**config.mk**
```make
export PLATFORM = sky130hd
export DESIGN_NAME = power_window_accum
export DESIGN_NICKNAME = d
export VERILOG_FILES = /design/src/rtl/power_window_accum.sv
export SDC_FILE = /design/constraint.sdc
export NUM_CORES = 1
export LEC_CHECK = 0
export ABC_CLOCK_PERIOD_IN_PS = 5900
export CAP_MARGIN = 20
export CORE_ASPECT_RATIO = 1.75
export CORE_MARGIN = 4
export CORE_UTILIZATION = 61
export DETAILED_ROUTE_END_ITERATION = 7
export PLACE_DENSITY = 0.8
export SYNTH_ARGS = -nofsm -noshare
export SYNTH_HDL_FRONTEND = slang
export SYNTH_SLANG_ARGS = --single-unit
```
**constraint.sdc**
```tcl
create_clock -name clk_i -period 5.9 [get_ports clk_i]
set_input_delay 1.18 -clock clk_i [delete_from_list [all_inputs] [get_ports clk_i]]
set_output_delay 1.18 -clock clk_i [all_outputs]
set_load 0.1 [all_outputs]
```
**src/rtl/power_window_accum.sv**
```systemverilog
// Squares signed samples, sums them over 2^WINDOW_LOG2 accepted samples, and issues the saturated
// 20-bit power with a strobe that is rate-limited by a holdoff counter.
module power_window_accum #(
  parameter int SAMPLE_BITS = 8,
  parameter int WINDOW_LOG2 = 4,
  parameter int HOLDOFF     = 21
) (
  input  logic                          clk_i,
  input  logic                          rst_i,
  input  logic signed [SAMPLE_BITS-1:0] dat_i,
  input  logic                          dat_valid_i,
  input  logic                          clr_overrun_i,
  output logic [19:0]                   pow_o,
  output logic                          calc_o,
  output logic                          pending_o,
  output logic                          overrun_o
);

  localparam int SQ_W  = 2 * SAMPLE_BITS;
  localparam int ACC_W = SQ_W + WINDOW_LOG2;
  localparam int HO_W  = $clog2(HOLDOFF + 1);

  logic signed [SQ_W-1:0]  prod;
  logic [SQ_W-1:0]         sq_q;
  logic                    sq_vld_q;
  logic [ACC_W-1:0]        acc_q;
  logic [ACC_W-1:0]        sum;
  logic [WINDOW_LOG2-1:0]  cnt_q;
  logic [19:0]             sat;
  logic [19:0]             result_q;
  logic [HO_W-1:0]         holdoff_q;
  logic                    win_end;
  logic                    issue;

  // Operands are sign-extended to the product width, so the square is exact.
  assign prod = dat_i * dat_i;

  always_ff @(posedge clk_i or posedge rst_i) begin
    if (rst_i) begin
      sq_q     <= '0;
      sq_vld_q <= 1'b0;
    end else begin
      sq_q     <= $unsigned(prod);
      sq_vld_q <= dat_valid_i;
    end
  end

  assign sum     = acc_q + ACC_W'(sq_q);
  assign win_end = sq_vld_q && (cnt_q == {WINDOW_LOG2{1'b1}});
  assign issue   = pending_o && (holdoff_q == '0);

  generate
    if (ACC_W > 20) begin : g_sat
      assign sat = (|sum[ACC_W-1:20]) ? 20'hFFFFF : sum[19:0];
    end else begin : g_nosat
      assign sat = 20'(sum);
    end
  endgenerate

  always_ff @(posedge clk_i or posedge rst_i) begin
    if (rst_i) begin
      acc_q    <= '0;
      cnt_q    <= '0;
      result_q <= '0;
    end else if (win_end) begin
      acc_q    <= '0;
      cnt_q    <= '0;
      result_q <= sat;
    end else if (sq_vld_q) begin
      acc_q <= sum;
      cnt_q <= cnt_q + 1'b1;
    end
  end

  // A window ending on the issue edge refills the result register, so pending stays set.
  always_ff @(posedge clk_i or posedge rst_i) begin
    if (rst_i) begin
      pow_o     <= '0;
      calc_o    <= 1'b0;
      pending_o <= 1'b0;
      overrun_o <= 1'b0;
      holdoff_q <= '0;
    end else begin
      calc_o <= issue;
      if (issue) begin
        pow_o     <= result_q;
        holdoff_q <= HO_W'(HOLDOFF - 1);
      end else if (holdoff_q != '0) begin
        holdoff_q <= holdoff_q - 1'b1;
      end

      if (win_end)    pending_o <= 1'b1;
      else if (issue) pending_o <= 1'b0;

      if (win_end && pending_o && !issue) overrun_o <= 1'b1;
      else if (clr_overrun_i)             overrun_o <= 1'b0;
    end
  end

endmodule

```
==> metrics.md <==
| Metric | Value |
|---|---|
| ANT cells | 0 |
| Post-CTS setup buffers | 0 |
| Final period utilization | 94.4% |
| Min-delay worst type | register to register |
| Multi-input gate area | 0.00360 sq mm |
| Register area share after synthesis | between 30 and 40% |
| Post-layout util | between 70% and 80% |
| IO Count | 35 |
| Final layout net count | 743 |
| Synth Warn # | 0 |
| Design Area, Final | roughly 0.007 sq mm |
| Startpoint types | input port |
| Final setup viols | 0 |
| Total gr overflow | 0 |
| Crit path kind | input port to register |
| Clk root buf | clkbuf_16 |
| H-tree depth | 3 |
| Full die area | about 0.012 sq mm |
| Fin cells | between 700 and 800 |
| Tmin final | between 5 and 6 ns |
| Status | finished clean |
| Clock Skews | between 0.006 and 0.007 ns |
| Unrepaired setup endpoints after global routing | no |
| Rel. slew slack | 34.3% |
| Post-synth ARST share | 100% |
| Synth unique cells | between 50 and 60 |
| Crit path required time | between 6 and 7 ns |
| Die Y | between 100 and 150 microns |
| Number of fill cells | 732 |
| TritonCTS clock tree | done |
| Dpl cell area | ~0.0067 sq mm |
| Pins Over Slew Limit | 0 |
| Fin. Hold Viols | 0 |
| Largest net degree at the start of global routing | 67 |
| Detail Route Antenna Nets | 0 |
| FF+latch count, synth | 88 |
| # resized after CTS | 0 |
| Reg area | approximately 0.0022 sq mm |
| Clk Latency, worst-skew pair | 0.34 ns |
| Setup tns final | 0 ns |
| Yosys top cell area share | between 30% and 40% |
| Vias post-DR | 4361 |
| Initial antenna violation count | 0 |
| First DRT Iteration DRCs | between 200 and 250 |
| Die X | approximately 84 microns |
| Via density per instance | between 5 and 6 |
| GPL Wtd Cong | 0.851 |
| Synthesis-to-layout area growth | 12.6% |
| Core Region | a little under 0.01 sq mm |
| DRC | 0 |
| Routed len/inst | 15.5 microns |
| Crit Path Max Fanout | 6 |
| Number of synthesized flops with an enable pin | 0 |
| # clock sinks | 88 |
| Inst Count DP | 753 |
| CTS Buffer Depth | 2 |
| Share of cells above drive strength 1 | 9.80% |
| Synthesized instance count | between 600 and 700 |
| Worst-Margin Slew | just under 1 ns |
| Worst Path Arrival | roughly 5.8 ns |
| CP Capture Type | register |
| CTS clk-pin slew, worst paths | 0.06 ns |
| Port Buffers | 34 |
| Post-Syn Area per Cell | slightly above 10 sq um |
| Detailed placement HPWL | between 9000 and 10000 microns |
| Synth area leaders | dfrtp_1, fa_1, ha_1, inv_1, mux2_2 |
| Max Freq | around 180 MHz |
| Post-synth top area cell | dfrtp_1 |
| Vias in the first global route | 4828 |
| Prevailing post-synth register cell | dfrtp_1 |
| Hold-fix buffers, CTS | 0 |
| # rows | between 40 and 50 |
| Initial Util | roughly 63% |
| Num CTS Buffers | 9 |
| Drt pass-1 iters | 4 |
| First-pass GRT wire length | about 21000 microns |
| Synthesized cell area | roughly 0.0062 sq mm |
| Wirelength, routed | ~12000 microns |
| Max-cap violations | 0 |
| Synth Net Count | around 710 |
| Gr usage total | a little over a fifth |
[synthesized netlist by cell type, types with 5 or more instances]
cell type	instances
nand2_1	59
nor2_1	22
ha_1	45
xnor2_1	27
o2bb2ai_1	13
a21o_1	12
xor2_1	12
clkbuf_1	17
o21a_1	5
mux2_2	22
nand3_1	5
o21ai_0	31
inv_1	89
and2_1	18
a31oi_1	6
fa_1	46
a21oi_1	15
dfrtp_1	88
[routing by layer]
| metal | share of wire (%) | GRT usage (%) | vias up |
|---|---|---|---|
| met2 | 57 | 42.3 | 88 |
| met4 | 3.9 | 12.1 | 0 |
| li1 | - | - | 2081 |
| met1 | 36 | 21.4 | 2154 |
| met3 | 2.5 | 2.27 | 38 |
| met5 | 0 | 0 | - |
[worst paths after layout]
path	slack [ns]	from	endpoint	cells after the start
setup / recovery	0.33	dat_i[7]	sq_q[14]	15
hold / removal	0.47	result_q[3]	result_q[3]	2
setup reg to reg	3.18	acc_q[0]	acc_q[18]	8
hold reg to reg	0.47	result_q[3]	result_q[3]	2
max in group asynchronous	3.66	rst_i	acc_q[14]	3
min in group asynchronous	1.14	rst_i	pow_o[15]	2
[flip-flops by register name, summed over array words and instances, names as in the netlist]
signal	flops
acc_q	20
pow_o	20
result_q	20
sq_q	15
holdoff_q	5
cnt_q	4
calc_o	1
overrun_o	1
pending_o	1
sq_vld_q	1
[through the flow]
step / hold slack [ns] / setup slack [ns]
after global routing: 0.509 / 0.0507
after CTS: 0.481 / 0.334
after floorplan: 0.442 / 0.697
after detailed placement: 0.467 / 0.00380
final: 0.472 / 0.330
after global placement: 0.454 / 0.118
[worst max-delay path, cell delays in order]
cell and delay, ns:
clkdlybuf4s50_1 0.62, inv_1 0.18, nor2_1 0.20, xnor2_1 0.09, ha_1 0.18, a31oi_1 0.28
fa_1 0.50, fa_1 0.52, fa_1 0.55, inv_1 0.05, ha_1 0.34, nand2_1 0.09
o211a_1 0.23, or2_2 0.33, o311ai_0 0.41
[cell families after synthesis]
logic type	synth area share [%]
xor+xnor	5.50
simple gates	10.5
flops	35.5
mux	3.99
compound gates	14.1
buf+inv	6.53
fa+ha+maj	23.9
[area by class of cell]
cell class,count,area share (%)
clock buffer,11,3.47
multi-input combinational,406,51.5
timing repair buffer,46,6.16
tap,125,2.24
inverter,89,4.80
sequential,88,31.5
clock inverter,3,0.287
[placed cells by master, fill, tap and decap left out, drive strengths merged, types with 18 or more instances in the layout]
master | synthesis | layout
dfrtp | 88 | 88
fa | 46 | 46
clkdlybuf4s50 | 0 | 34
mux2 | 22 | 22
inv | 89 | 88
nor2 | 22 | 22
ha | 45 | 45
nand2 | 59 | 59
xnor2 | 27 | 27
and2 | 18 | 18
o21ai | 34 | 34
Power is left out: the tool's default activity adds up to more than one toggle a clock period on the data nets, which glitch-free logic cannot reach.
